## src/rtl/jump_pkg.sv

```systemverilog
// Shared opcodes, function codes and sequencer states for the jump/link datapath.
package jump_pkg;

  // Primary opcodes (instru[31:26])
  localparam logic [5:0] OP_RTYPE = 6'b000000;
  localparam logic [5:0] OP_J     = 6'b000010;
  localparam logic [5:0] OP_JAL   = 6'b000011;

  // R-type function codes (instru[5:0])
  localparam logic [5:0] FN_JR    = 6'b001000;
  localparam logic [5:0] FN_JALR  = 6'b001001;

  // Sequencer states
  typedef enum logic [1:0] {
    IDLE      = 2'd0,
    LINK_WAIT = 2'd1,
    REDIRECT  = 2'd2
  } state_e;

  // Word-aligned register target: low two bits forced to zero
  function automatic logic [31:0] align_word(input logic [31:0] addr);
    return {addr[31:2], 2'b00};
  endfunction

endpackage

```

## src/rtl/jump_link_ctrl_if.sv

```systemverilog
// Decode, register-file write port and fetch-redirect signals of the jump/link sequencer.
interface jump_link_ctrl_if;

  logic [31:0] instru;
  logic        instr_valid;
  logic [31:0] pc_in;
  logic [31:0] rs_data;
  logic        alu_wr_req;
  logic [4:0]  alu_wr_addr;
  logic [31:0] alu_wr_data;
  logic        alu_wr_gnt;
  logic        rf_we;
  logic [4:0]  rf_waddr;
  logic [31:0] rf_wdata;
  logic [31:0] pc_out;
  logic        pc_load;
  logic        stall;
  logic        addr_err;

  // Upstream side: decode stage, ALU writeback and RF/fetch consumers
  modport master (
    output instru, instr_valid, pc_in, rs_data,
    output alu_wr_req, alu_wr_addr, alu_wr_data,
    input  alu_wr_gnt, rf_we, rf_waddr, rf_wdata,
    input  pc_out, pc_load, stall, addr_err
  );

  // Sequencer side
  modport slave (
    input  instru, instr_valid, pc_in, rs_data,
    input  alu_wr_req, alu_wr_addr, alu_wr_data,
    output alu_wr_gnt, rf_we, rf_waddr, rf_wdata,
    output pc_out, pc_load, stall, addr_err
  );

endinterface

```

## src/rtl/jump_target_calc.sv

```systemverilog
// Combinational jump decoder: classifies J/JAL/JR/JALR and computes target and link value.
module jump_target_calc
  import jump_pkg::*;
#(
  parameter logic [4:0] LINK_REG = 5'd31
) (
  input  logic [31:0] instru,
  input  logic [31:0] pc_in,
  input  logic [31:0] rs_data,
  output logic [31:0] target,
  output logic [31:0] link_val,
  output logic [4:0]  link_rd,
  output logic        is_jump,
  output logic        is_link,
  output logic        misaligned
);

  logic [5:0]  opcode_s;
  logic [5:0]  funct_s;
  logic [4:0]  rd_s;
  logic [31:0] pc4_s;

  assign opcode_s = instru[31:26];
  assign funct_s  = instru[5:0];
  assign rd_s     = instru[15:11];
  assign pc4_s    = pc_in + 32'd4;   // wraps mod 2^32, no delay slot
  assign link_val = pc4_s;

  // Decode the jump class and select the absolute or register target
  always_comb begin
    target     = 32'h0000_0000;
    link_rd    = 5'd0;
    is_jump    = 1'b0;
    is_link    = 1'b0;
    misaligned = 1'b0;
    case (opcode_s)
      OP_J: begin
        is_jump = 1'b1;
        target  = {pc4_s[31:28], instru[25:0], 2'b00};
      end
      OP_JAL: begin
        is_jump = 1'b1;
        is_link = 1'b1;
        link_rd = LINK_REG;
        target  = {pc4_s[31:28], instru[25:0], 2'b00};
      end
      OP_RTYPE: begin
        if (funct_s == FN_JR) begin
          is_jump    = 1'b1;
          target     = align_word(rs_data);
          misaligned = (rs_data[1:0] != 2'b00);
        end else if (funct_s == FN_JALR) begin
          is_jump    = 1'b1;
          // rd==0 would be a discarded write: treat as a plain register jump
          is_link    = (rd_s != 5'd0);
          link_rd    = rd_s;
          target     = align_word(rs_data);
          misaligned = (rs_data[1:0] != 2'b00);
        end else begin
          is_jump = 1'b0;
        end
      end
      default: begin
        is_jump = 1'b0;
      end
    endcase
  end

endmodule

```

## src/rtl/jump_link_ctrl.sv

```systemverilog
// Jump/link sequencer: accepts jumps from decode, arbitrates the RF write port
// between ALU writeback and the link write, and issues the fetch redirect.
module jump_link_ctrl
  import jump_pkg::*;
#(
  parameter logic [31:0] RESET_PC = 32'h0000_0000,
  parameter int unsigned MAX_WAIT = 4,
  parameter logic [4:0]  LINK_REG = 5'd31
) (
  input  logic               clk,
  input  logic               rst,
  jump_link_ctrl_if.slave    bus
);

  localparam int unsigned WCW = (MAX_WAIT < 1) ? 1 : $clog2(MAX_WAIT + 1);
  localparam logic [WCW-1:0] MAX_WAIT_C = WCW'(MAX_WAIT);

  state_e         state_q, state_d;
  logic [31:0]    pc_out_q, pc_out_d;
  logic           pc_load_q, pc_load_d;
  logic           addr_err_q, addr_err_d;
  logic [WCW-1:0] wait_cnt_q, wait_cnt_d;
  logic [4:0]     link_addr_q, link_addr_d;
  logic [31:0]    link_data_q, link_data_d;
  logic [31:0]    target_q, target_d;

  logic [31:0]    calc_target_s;
  logic [31:0]    calc_link_s;
  logic [4:0]     calc_rd_s;
  logic           calc_jump_s;
  logic           calc_link_en_s;
  logic           calc_misal_s;
  logic           link_win_s;
  logic           rf_we_s;
  logic [4:0]     rf_waddr_s;
  logic [31:0]    rf_wdata_s;
  logic           alu_gnt_s;

  jump_target_calc #(
    .LINK_REG (LINK_REG)
  ) u_calc (
    .instru     (bus.instru),
    .pc_in      (bus.pc_in),
    .rs_data    (bus.rs_data),
    .target     (calc_target_s),
    .link_val   (calc_link_s),
    .link_rd    (calc_rd_s),
    .is_jump    (calc_jump_s),
    .is_link    (calc_link_en_s),
    .misaligned (calc_misal_s)
  );

  // The pending link takes the port when the ALU is idle or has been granted MAX_WAIT times
  assign link_win_s = (state_q == LINK_WAIT) &&
                      (!bus.alu_wr_req || (wait_cnt_q == MAX_WAIT_C));

  // Write-port mux: link write on a win, otherwise pass the ALU request straight through
  always_comb begin
    if (link_win_s) begin
      rf_we_s    = 1'b1;
      rf_waddr_s = link_addr_q;
      rf_wdata_s = link_data_q;
      alu_gnt_s  = 1'b0;
    end else begin
      rf_we_s    = bus.alu_wr_req;
      rf_waddr_s = bus.alu_wr_addr;
      rf_wdata_s = bus.alu_wr_data;
      alu_gnt_s  = bus.alu_wr_req;
    end
  end

  // Next-state and registered-output computation for the sequencer
  always_comb begin
    state_d     = state_q;
    pc_out_d    = pc_out_q;
    pc_load_d   = 1'b0;
    addr_err_d  = 1'b0;
    wait_cnt_d  = wait_cnt_q;
    link_addr_d = link_addr_q;
    link_data_d = link_data_q;
    target_d    = target_q;
    case (state_q)
      IDLE: begin
        if (bus.instr_valid && calc_jump_s) begin
          target_d   = calc_target_s;
          addr_err_d = calc_misal_s;
          if (calc_link_en_s) begin
            link_addr_d = calc_rd_s;
            link_data_d = calc_link_s;
            wait_cnt_d  = '0;
            state_d     = LINK_WAIT;
          end else begin
            pc_out_d  = calc_target_s;
            pc_load_d = 1'b1;
            state_d   = REDIRECT;
          end
        end else begin
          state_d = IDLE;
        end
      end
      LINK_WAIT: begin
        if (link_win_s) begin
          wait_cnt_d = '0;
          pc_out_d   = target_q;
          pc_load_d  = 1'b1;
          state_d    = REDIRECT;
        end else begin
          wait_cnt_d = wait_cnt_q + WCW'(1);
        end
      end
      REDIRECT: begin
        state_d = IDLE;
      end
      default: begin
        state_d = IDLE;
      end
    endcase
  end

  // Sequencer state and output registers, cleared asynchronously
  always_ff @(posedge clk or negedge rst) begin
    if (!rst) begin
      state_q     <= IDLE;
      pc_out_q    <= RESET_PC;
      pc_load_q   <= 1'b0;
      addr_err_q  <= 1'b0;
      wait_cnt_q  <= '0;
      link_addr_q <= 5'd0;
      link_data_q <= 32'h0000_0000;
      target_q    <= 32'h0000_0000;
    end else begin
      state_q     <= state_d;
      pc_out_q    <= pc_out_d;
      pc_load_q   <= pc_load_d;
      addr_err_q  <= addr_err_d;
      wait_cnt_q  <= wait_cnt_d;
      link_addr_q <= link_addr_d;
      link_data_q <= link_data_d;
      target_q    <= target_d;
    end
  end

  assign bus.stall      = (state_q != IDLE);
  assign bus.pc_out     = pc_out_q;
  assign bus.pc_load    = pc_load_q;
  assign bus.addr_err   = addr_err_q;
  assign bus.rf_we      = rf_we_s;
  assign bus.rf_waddr   = rf_waddr_s;
  assign bus.rf_wdata   = rf_wdata_s;
  assign bus.alu_wr_gnt = alu_gnt_s;

endmodule

```

## src/flat_wrapper.sv

```systemverilog
// flat-port wrapper written by rule: the top's interface ports become plain ports
module jump_link_ctrl_flat import jump_pkg::*;
#(
  parameter logic [31:0] RESET_PC = 32'h0000_0000,
  parameter int unsigned MAX_WAIT = 4,
  parameter logic [4:0]  LINK_REG = 5'd31
)
  (clk, rst, bus_instru, bus_instr_valid, bus_pc_in, bus_rs_data, bus_alu_wr_req, bus_alu_wr_addr, bus_alu_wr_data, bus_alu_wr_gnt, bus_rf_we, bus_rf_waddr, bus_rf_wdata, bus_pc_out, bus_pc_load, bus_stall, bus_addr_err);
  jump_link_ctrl_if bus_i ();
  input  logic clk;
  input  logic rst;
  input wire logic [$bits(bus_i.instru)-1:0] bus_instru;
  input wire logic [$bits(bus_i.instr_valid)-1:0] bus_instr_valid;
  input wire logic [$bits(bus_i.pc_in)-1:0] bus_pc_in;
  input wire logic [$bits(bus_i.rs_data)-1:0] bus_rs_data;
  input wire logic [$bits(bus_i.alu_wr_req)-1:0] bus_alu_wr_req;
  input wire logic [$bits(bus_i.alu_wr_addr)-1:0] bus_alu_wr_addr;
  input wire logic [$bits(bus_i.alu_wr_data)-1:0] bus_alu_wr_data;
  output wire logic [$bits(bus_i.alu_wr_gnt)-1:0] bus_alu_wr_gnt;
  output wire logic [$bits(bus_i.rf_we)-1:0] bus_rf_we;
  output wire logic [$bits(bus_i.rf_waddr)-1:0] bus_rf_waddr;
  output wire logic [$bits(bus_i.rf_wdata)-1:0] bus_rf_wdata;
  output wire logic [$bits(bus_i.pc_out)-1:0] bus_pc_out;
  output wire logic [$bits(bus_i.pc_load)-1:0] bus_pc_load;
  output wire logic [$bits(bus_i.stall)-1:0] bus_stall;
  output wire logic [$bits(bus_i.addr_err)-1:0] bus_addr_err;
  assign bus_i.instru = bus_instru;
  assign bus_i.instr_valid = bus_instr_valid;
  assign bus_i.pc_in = bus_pc_in;
  assign bus_i.rs_data = bus_rs_data;
  assign bus_i.alu_wr_req = bus_alu_wr_req;
  assign bus_i.alu_wr_addr = bus_alu_wr_addr;
  assign bus_i.alu_wr_data = bus_alu_wr_data;
  assign bus_alu_wr_gnt = bus_i.alu_wr_gnt;
  assign bus_rf_we = bus_i.rf_we;
  assign bus_rf_waddr = bus_i.rf_waddr;
  assign bus_rf_wdata = bus_i.rf_wdata;
  assign bus_pc_out = bus_i.pc_out;
  assign bus_pc_load = bus_i.pc_load;
  assign bus_stall = bus_i.stall;
  assign bus_addr_err = bus_i.addr_err;
  jump_link_ctrl #(.RESET_PC(RESET_PC), .MAX_WAIT(MAX_WAIT), .LINK_REG(LINK_REG)) u_core (.clk(clk), .rst(rst), .bus(bus_i));
endmodule
```

## config.mk

```make
export PLATFORM = sky130hd
export DESIGN_NAME = jump_link_ctrl_flat
export DESIGN_NICKNAME = d
export VERILOG_FILES = /design/src/rtl/jump_pkg.sv /design/src/rtl/jump_link_ctrl_if.sv /design/src/rtl/jump_target_calc.sv /design/src/rtl/jump_link_ctrl.sv /design/src/flat_wrapper.sv
export SDC_FILE = /design/constraint.sdc
export NUM_CORES = 1
export LEC_CHECK = 0
export CORE_ASPECT_RATIO = 0.75
export CORE_MARGIN = 4
export CORE_UTILIZATION = 46
export DETAILED_ROUTE_END_ITERATION = 16
export GPL_ROUTABILITY_DRIVEN = 0
export PLACE_DENSITY = 0.86
export SYNTH_ARGS = -nofsm -noshare
export SYNTH_HDL_FRONTEND = slang
export SYNTH_HIERARCHICAL = 1
export SYNTH_SLANG_ARGS = --single-unit
```

## constraint.sdc

```tcl
create_clock -name clk -period 2.2 [get_ports clk]
set_input_delay 0.33 -clock clk [delete_from_list [all_inputs] [get_ports clk]]
set_output_delay 0.33 -clock clk [all_outputs]
set_load 0.02 [all_outputs]
```

After elaboration in Yosys (flattened, before gate mapping) --
Index checks and enable logic that the tools add are counted. W data, S select, Z words.
Storage, ports and cells: register bits after elaboration 108, bits in latches 0, memory bits (writable) 0, ROM bits 0, input bits 137, output and inout port bits 74, logic and storage cells 72, memories 0
Operators by class: add/subtract/negate cells 2, $mul 0, div/mod/pow operators 0, magnitude comparators 0, equality and inequality tests 10, shift-type cells 0, multiplexer cells 37, bitwise operators 0, reductions and logical operators 15
Operator list (count):
- $mux W32 | 6
- $pmux W32 S2 | 2
- $add A32 B3 Y32 const B | 1
- $mux W5 | 3
- $mux W1 | 14
- $eq A6 B2 Y1 const B | 2
- $eq A6 B4 Y1 const B | 2
- $pmux W5 S2 | 1
- $mux W3 | 3
- $logic_not A6 Y1 | 1
- $mux W2 | 3
- $ne A2 B1 Y1 const B | 3
- $pmux W1 S2 | 3
- $pmux W3 S2 | 1
- $reduce_and A3 Y1 | 2
- $reduce_bool A2 Y1 | 3
- $reduce_bool A5 Y1 | 1
- $pmux W2 S2 | 1
- $reduce_and A4 Y1 | 1
- $add A3 B1 Y3 const B | 1
- $eq A3 B3 Y1 const B | 1
- $eq A2 B1 Y1 const B | 1
- $logic_and A1 B1 Y1 | 2
- $logic_not A2 Y1 | 1
- 5 further kinds | 5

Logic depth before layout (Yosys ltp) --
Gate-level depths: netlist (run 1).
word-level depth 7, mapped depth 11, gate-level depth less buffers 8

By module --
The synthesis (run 1) kept the hierarchy.
By module, submodules not included:
- jump_link_ctrl | instances 1, cells an instance 395, area an instance 5019.8 um2, seq. area each 2702.6 um2
- jump_target_calc | instances 1, cells an instance 142, area an instance 1023.5 um2, seq. area each 0.0 um2

Least setup slack after synthesis (run 1) --
OpenSTA, ideal clock, no wires.
kind input -> register, start point in bus_instru[29], end point reg u_core.link_data_q[11], setup time 0.125 ns, arrival 2.276 ns, required time 2.075 ns, setup slack -0.201 ns, cell stages on the path 11, path buffers 5, cells stage by stage nor4_1 > and4b_1 > clkbuf_2 > clkbuf_8 > or2_2 > nor4bb_1 > buf_2 > nand2_1 > buf_6 > buf_6 > mux2_4
Between the ends: word-level cells in the longest chain between the ends 5, elaborated cells between the ends (all ways) 8, those cells by class eq/ne: 2; mux: 2; reduce/logical: 4
RTL lines:
- start: declaration | line flat_wrapper.sv:12 | input wire logic [$bits(bus_i.instru)-1:0] bus_instru;
- $eq A6 B2 Y1 | line jump_target_calc.sv:36 | case (opcode_s)
- $reduce_or A2 Y1 (no source line)
- $pmux W1 S2 * | line jump_target_calc.sv:36
- net u_core.calc_jump_s | line jump_link_ctrl.sv:30 | logic calc_jump_s;
- $logic_and A1 B1 Y1 * | line jump_link_ctrl.sv:84 | if (bus.instr_valid && calc_jump_s) begin
- $reduce_and A3 Y1 (no source line) *
- end signal: assignment | line jump_link_ctrl.sv:138 | link_data_q <= link_data_d;
- end: declaration | line jump_link_ctrl.sv:24 | logic [31:0] link_data_q, link_data_d;
Mark *: on every way through the listed nets, which the timed path passes. The rest lies on a longest branch. A chain may end at the register's enable or synchronous reset.

Worst setup path in the final report (run 1) --
start point reg u_core.wait_cnt_q[1], end point out bus_rf_wdata[14]
Between the ends: word-level cells in the longest chain between the ends 4
RTL lines:
- start: declaration | line jump_link_ctrl.sv:22 | logic [WCW-1:0] wait_cnt_q, wait_cnt_d;
- start signal: assignment | line jump_link_ctrl.sv:136 | wait_cnt_q <= wait_cnt_d;
- $eq A3 B3 Y1 | line jump_link_ctrl.sv:55 | (!bus.alu_wr_req || (wait_cnt_q == MAX_WAIT_C));
- $logic_or A1 B1 Y1 | line jump_link_ctrl.sv:55
- $logic_and A1 B1 Y1 | line jump_link_ctrl.sv:54 | assign link_win_s = (state_q == LINK_WAIT) &&
- $mux W32 | line jump_link_ctrl.sv:59 | if (link_win_s) begin
- end: declaration | line flat_wrapper.sv:22 | output wire logic [$bits(bus_i.rf_wdata)-1:0] bus_rf_wdata;
No other way between the ends.

==> results of run 1 <==
==> stage by stage <==
stage	instance area [um2]	total power [W]	TNS [ps]	std cells	setup slack, ps
2_1_floorplan	6160	0.00230	-4050	538	-104
3_3_place_gp	8840	0.00280	-50570	945	-507
5_1_grt	9650	0.00470	-4520	980	-153
3_5_place_dp	8840	0.00282	-59220	945	-587
4_1_cts	9140	0.00450	-4730	970	-146
6_report	9650	0.00453	-1900	980	-74.3
==> registers in the layout, summed over array words and instances, names as in the netlist <==
| signal | count |
|---|---|
| u_core/link_addr_q | 5 |
| u_core/link_data_q | 32 |
| u_core/bus.pc_load | 1 |
| u_core/state_q | 2 |
| u_core/wait_cnt_q | 3 |
| u_core/target_q | 32 |
| u_core/bus.addr_err | 1 |
| u_core/bus.pc_out | 32 |
==> timing repair <==
item / in CTS / in global routing
resized for setup: 182 / 115
gates cloned: 2 / 4
pin swaps: 11 / 17
hold buffers: 0 / 0
buffers inserted: 7 / 8
setup endpoints to repair: 108 / 96
==> power breakdown <==
| part | switching, W | total, W | internal (W) |
|---|---|---|---|
| registers | 0.0000249 | 0.00205 | 0.00202 |
| clock network | 0.000798 | 0.00171 | 0.000914 |
| logic | 0.000309 | 0.000770 | 0.000461 |
==> placed cells by master (no fill, tap or decap), types with 3 or more instances in the layout <==
cell	count
clkdlybuf4s50_1	147
nand2_1	118
dfrtp_1	108
mux2_2	72
buf_4	70
mux2_4	66
a22o_1	30
buf_6	29
xnor2_1	17
clkbuf_16	13
dlygate4sd2_1	12
dlymetal6s2s_1	12
nor2_1	10
buf_12	10
nand4_1	10
buf_2	9
xor2_1	9
nand3_1	8
and3_1	4
and2_1	3
a31oi_1	3
inv_1	3
nor4_4	3
==> routing by layer <==
layer  GRT usage  part of all wire  wire (um)  up-vias
li1            -                 -          -     2421
met2       0.409              0.50       9540      229
met3      0.0542             0.067       1280       35
met5           0                 0          0        -
met1       0.288              0.41       7780     2582
met4      0.0885             0.030        569        0
==> layout make-up <==
class                           instances  share of cell area
Clock buffer                            9              0.0233
Sequential cell                       108               0.280
Clock inverter                          7             0.00959
Multi-Input combinational cell        390               0.358
Tap cell                              166              0.0215
Inverter                                5             0.00194
Timing Repair Buffer                  295               0.306
==> path summary, 6_finish.rpt <==
check,endpoint,startpoint,cells past startpoint,slack (ps)
min,u_core/target_q[23]$_DFFE_PN0P_,rst,2,10
max in group asynchronous,u_core/link_addr_q[0]$_DFFE_PN0P_,rst,2,1720
max,bus_rf_wdata[14],u_core/wait_cnt_q[1]$_DFFE_PN0P_,8,-70
max reg2reg,u_core/bus.pc_out[21]$_DFFE_PN0P_,u_core/wait_cnt_q[1]$_DFFE_PN0P_,8,380
min reg2reg,u_core/target_q[8]$_DFFE_PN0P_,u_core/target_q[8]$_DFFE_PN0P_,2,480
min in group clk,u_core/target_q[5]$_DFFE_PN0P_,bus_instru[3],4,460
==> kinds of logic (layout without fill, tap and decap cells) <==
group	Yosys count	after routing	synth area share
simple gates	178	178	0.140
compound gates	41	41	0.0563
flops	108	108	0.447
mux	138	138	0.269
buf+inv	40	316	0.0385
other cells	1	2	0.000621
xor+xnor	28	28	0.0418
fa+ha+maj	3	3	0.00621
==> impl_metrics.toml, run 1 <==
[run_status]
outcome = "complete, but fails checks"
failed_checks = "negative setup slack"

[placed_design]
port_buffers = 210
dp_hpwl_mm = 12.9

[critical_path]
slowest_stage = "dfrtp_1"
worst-path-buf-inv = 4
worstPathRequired_ps = 1870
cp_top_family = "buffers and inverters"
worstPathCellList = "inv_2 -> ha_4 -> a21boi_4 -> nor2_4 -> buf_12 -> clkbuf_16 -> mux2_4 -> buf_6"
cp_max_fo = 6
crit_arrival_ps = 1940
cp-end-kind = "primary output"
max_stage_delay_ps = 390
worst-setup-path-type = "reg2out"
cp-start-kind = "flip-flop"

[timing]
relSlewSlack = 0.610
fin_crit_sh = 1.03
hold_viol_final = 0
fin_crit_ps = 2270
fin_hold_ws_ps = 14.2
setup_viol = 37
tightest_slew_ps = 585
rsz0062_at_grt = "yes"
max_freq_mhz = 440
slew_violations = 0
fin_ws_ps = -74.3
finClkSkew_ps = 9.15

[yosys]
syn_area_per_cell_um2 = 11.3
synth_common_cells = "nand2_1 (121), mux2_2 (119), dfrtp_1 (108)"
ys.flop_type = "dfrtp_1"
ys_seq_area_frac = 0.447
async_flop_share = 1.00
synth-seq-cells = 108
yosysWarnings = 6
syn-cell-area_um2 = 6040
synth_top_area_share = 0.447
synth.distinct_cells = 42
ys_top_cells_by_area = "dfrtp_1 (45%), mux2_2 (22%), nand2_1 (7.5%)"
synth.most_common_cell = "nand2_1"
netlist_instances = 537
synth_edf_count = 0
synth_largest_area_cell = "dfrtp_1"

[routing]
avgRoutedWirePerCell_um = 19.6
ant_nets = 0
vias = 5267
via_per_inst = 5.37
drt-total-wl_mm = 19.2
drc = 0
first_pass_iters = 5
initialDrtViolationCount = 219

[clocking]
cts_tree = "done"
h-tree-depth = 3
cts_made_buffers = 9
clk_pin_slew_ps = 80
clockBufferDepth = 2
clk_latency_ps = 350
root_buffer = "clkbuf_16"
clock_sinks = 108

[floorplanning]
ioPinCount = 211
fp.dieW_um = 140
initial_core_util = 0.481
dieArea_um2 = 15100
die_h_um = 107
coreArea_um2 = 12600
rows = 35

[power]
peakVddDrop_mv = 0.414
leakage_nw = 4.76
power_density_nw_per_um2 = 469

[final_layout]
syn_to_final_growth_pct = 59.7
fin_util = 0.768
multi_input_area_um2 = 3450
fill_cells = 743
final_nets = 949
num_antenna_cells = 0
regArea_um2 = 2700
drive_gt1_frac = 0.378

[worst_hold_path]
hp-class = "in2async"

[global_route]
grt_pass1_wl_mm = 28.2
grt_pass1_vias = 5625
gr-total-overflow = 0
grt_max_degree = 109
grt_usage = 0.236
antenna_found_initial = 0

[run]
maxCapViolCount = 0
Power figures use the tool's default switching activity.
==> inputs of run 2 (changes only) <==
--- a/config.mk
+++ b/config.mk
@@ -8,6 +8,7 @@
 export CORE_ASPECT_RATIO = 0.75
 export CORE_MARGIN = 4
 export CORE_UTILIZATION = 46
+export CTS_BUF_LIST = sky130_fd_sc_hd__clkbuf_16
 export DETAILED_ROUTE_END_ITERATION = 16
 export GPL_ROUTABILITY_DRIVEN = 0
 export PLACE_DENSITY = 0.86
==> results of run 2 <==
No change in the layout: final DEF, timing and power equal those of run 1.
==> inputs of run 3 (changes only) <==
--- a/config.mk
+++ b/config.mk
@@ -5,13 +5,15 @@
 export SDC_FILE = /design/constraint.sdc
 export NUM_CORES = 1
 export LEC_CHECK = 0
-export CORE_ASPECT_RATIO = 0.75
+export ABC_AREA = 1
+export CORE_ASPECT_RATIO = 0.9
 export CORE_MARGIN = 4
-export CORE_UTILIZATION = 46
+export CORE_UTILIZATION = 47
 export CTS_BUF_LIST = sky130_fd_sc_hd__clkbuf_16
+export CTS_CLUSTER_DIAMETER = 200
 export DETAILED_ROUTE_END_ITERATION = 16
 export GPL_ROUTABILITY_DRIVEN = 0
-export PLACE_DENSITY = 0.86
+export PLACE_DENSITY = 0.87
 export SYNTH_ARGS = -nofsm -noshare
 export SYNTH_HDL_FRONTEND = slang
 export SYNTH_HIERARCHICAL = 1
==> run 3 against run 2 <==
The flow now finishes without violations. Cell count up 37%. Design area shrank 5.1%. Die area grew 2.3%. Maximum frequency increased by 5.2%. Largest cell class unchanged.
==> impl_metrics.toml, run 3 <==
[clocking]
root_buffer = "clkbuf_16"
clockBufferDepth = 2
clk_latency_ps = 350
cts_tree = "done"
h-tree-depth = 3
clk_pin_slew_ps = 80
cts_made_buffers = 9
clock_sinks = 108

[power]
internal_power_w = 0.00333
finalPower_w = 0.00456
pwr-share-comb = 0.177
clockPowerShare = 0.344
leakage_nw = 4.90
peakVddDrop_mv = 0.387
power_density_nw_per_um2 = 498
p_seq_frac = 0.479
p_sw_w = 0.00123
p_sw_frac = 0.270

[critical_path]
timing.rr.end = "u_core/bus.pc_out[22]$_DFFE_PN0P_"
cp-end-kind = "primary output"
r2r-start = "u_core/wait_cnt_q[1]$_DFFE_PN0P_"
cp_max_fo = 9
crit_arrival_ps = 1830
max_stage_delay_ps = 400
cp_top_family = "buffers and inverters"
cp-start-kind = "flip-flop"
worst-path-buf-inv = 4
worstPathCellList = "inv_1 -> ha_2 -> nand2_2 -> nand2_4 -> nand2_8 -> buf_6 -> buf_8 -> nand2_1 -> nand2_1 -> buf_6"
worstPathRequired_ps = 1870
worst-setup-path-type = "reg2out"
slowest_stage = "dfrtp_1"
r2r_slack_ps = 180
ff2ff_path_depth = 12

[final_layout]
drive_gt1_frac = 0.120
fin_cells = 1343
layout_commonest_cell = "nand2_1"
syn_to_final_growth_pct = 44.6
final_cell_mix = "nand2_1 (473), clkdlybuf4s50_1 (171), dfrtp_1 (108)"
stdcell_area_um2 = 9160
num_antenna_cells = 0
final_nets = 1314

[global_route]
grt_max_degree = 66
met3_usage = 0.0467
grt_usage = 0.254
use_met1 = 0.336
antenna_found_initial = 0
grt_pass1_vias = 6621
grt.met2_usage = 0.422
gr-total-overflow = 0
grt.busiest_layer = "met2"
grt_pass1_wl_mm = 31.7

[worst_hold_path]
hold-path-cell-count = 2
hp-class = "reg2reg"
holdPathEnd = "u_core/link_data_q[20]$_DFFE_PN0P_"
hold_start = "u_core/link_data_q[20]$_DFFE_PN0P_"

[yosys]
ys_top_cells_by_area = "dfrtp_1 (43%), nand2_1 (28%), nand3_1 (4.0%)"
synth_common_cells = "nand2_1 (477), dfrtp_1 (108), nor2_1 (63)"
syn_area_per_cell_um2 = 6.71
synth.distinct_cells = 24
synth.most_common_cell = "nand2_1"
synth_top_area_share = 0.427
synth_edf_count = 0
netlist_instances = 944
ys.flop_type = "dfrtp_1"
synth_largest_area_cell = "dfrtp_1"
ys_seq_area_frac = 0.427
yosysWarnings = 6
async_flop_share = 1.00
syn-cell-area_um2 = 6330
synth-seq-cells = 108

[timing]
fin_crit_ps = 2160
finClkSkew_ps = 9.65
slew_violations = 0
relSlewSlack = 0.598
hold_viol_final = 0
setup_viol = 0
tightest_slew_ps = 603
fin_crit_sh = 0.983
max_freq_mhz = 462

[routing]
via_per_inst = 5.08
ant_nets = 0
avgRoutedWirePerCell_um = 15.0
first_pass_iters = 5
initialDrtViolationCount = 547
vias = 6819
drc = 0
drt-total-wl_mm = 20.2

[placed_design]
dp_hpwl_mm = 14.5
port_buffers = 210
dp.cells = 1320
place_area_um2 = 8880

[run_status]
outcome = "completed"

[floorplanning]
initial_core_util = 0.490
ioPinCount = 211
rows = 39
dieArea_um2 = 15400
coreArea_um2 = 12900
die_h_um = 118
fp.dieW_um = 130

[run]
maxCapViolCount = 0
-- run 3: tightest hold or removal path, cell delays in order, from the launching register on --
cell and delay [ps]:
dfrtp_1 350, nand2_1 60, nand2_1 60
-- run 3: through the flow --
stage / setup TNS [ps] / worst slack (ps) / hold slack (ps) / util
floorplan: 0 / 366 / 34.4 / -
global placement: -13860 / -176 / 349 / 0.687
detailed placement: -18880 / -230 / 349 / 0.687
CTS: 0 / 1.16 / 488 / 0.711
global route: -70.5 / -16.5 / 505 / 0.708
finish: 0 / 37.5 / 490 / 0.708
-- run 3: power by group through the flow --
stage               Sequential [W]  Combinational, W  Clock, W
detailed placement         0.00222          0.000830         0
global route               0.00220          0.000896   0.00168
floorplan                  0.00223          0.000322         0
CTS                        0.00219          0.000824   0.00159
global placement           0.00221          0.000809         0
finish                     0.00219          0.000807   0.00157
-- run 3: worst max path at each step --
stage,from,endpoint,slack (ps),cells after the start
global placement,bus_instru[31],u_core/link_data_q[0]$_DFFE_PN0P_,-180,13
finish,u_core/wait_cnt_q[1]$_DFFE_PN0P_,bus_rf_wdata[13],40,10
global route,u_core/wait_cnt_q[1]$_DFFE_PN0P_,bus_rf_wdata[21],-20,10
floorplan,bus_instru[4],u_core/bus.pc_out[12]$_DFFE_PN0P_,370,10
detailed placement,bus_instru[31],u_core/link_data_q[22]$_DFFE_PN0P_,-230,13
CTS,u_core/wait_cnt_q[0]$_DFFE_PN0P_,bus_rf_wdata[22],1,10
-- run 3: repair_timing --
action                     in CTS  in global routing
hold buffers                    1                  0
setup endpoints to repair      38                 44
pin swaps                       0                  3
gates cloned                    0                  4
hold endpoints to repair       38                  0
gates resized for setup       115                 55
setup buffers                   0                  2
-- run 3: cell type report --
cell class	count	area (um2)
clock buffers	9	225
fillers	1024	3770
multi-input cells	725	3190
repair buffers	264	2510
well taps	164	205
clock inverters	7	58.8
inverters	66	260
flip-flops and latches	108	2700
-- run 3: layer usage --
layer | share of wire | wire, um | vias to the layer above
met5 | 0 | 0 | -
met4 | 0.026 | 522 | 0
met3 | 0.073 | 1480 | 37
met2 | 0.48 | 9750 | 271
met1 | 0.42 | 8410 | 3165
li1 | - | - | 3346
-- run 3: logic make-up after synthesis --
logic type / count (synthesis) / share of synthesized area
simple gates: 625 / 0.400
other cells: 1 / 0.000592
flops: 108 / 0.427
compound gates: 70 / 0.0553
fa+ha+maj: 3 / 0.00593
xor+xnor: 25 / 0.0346
buf+inv: 112 / 0.0763
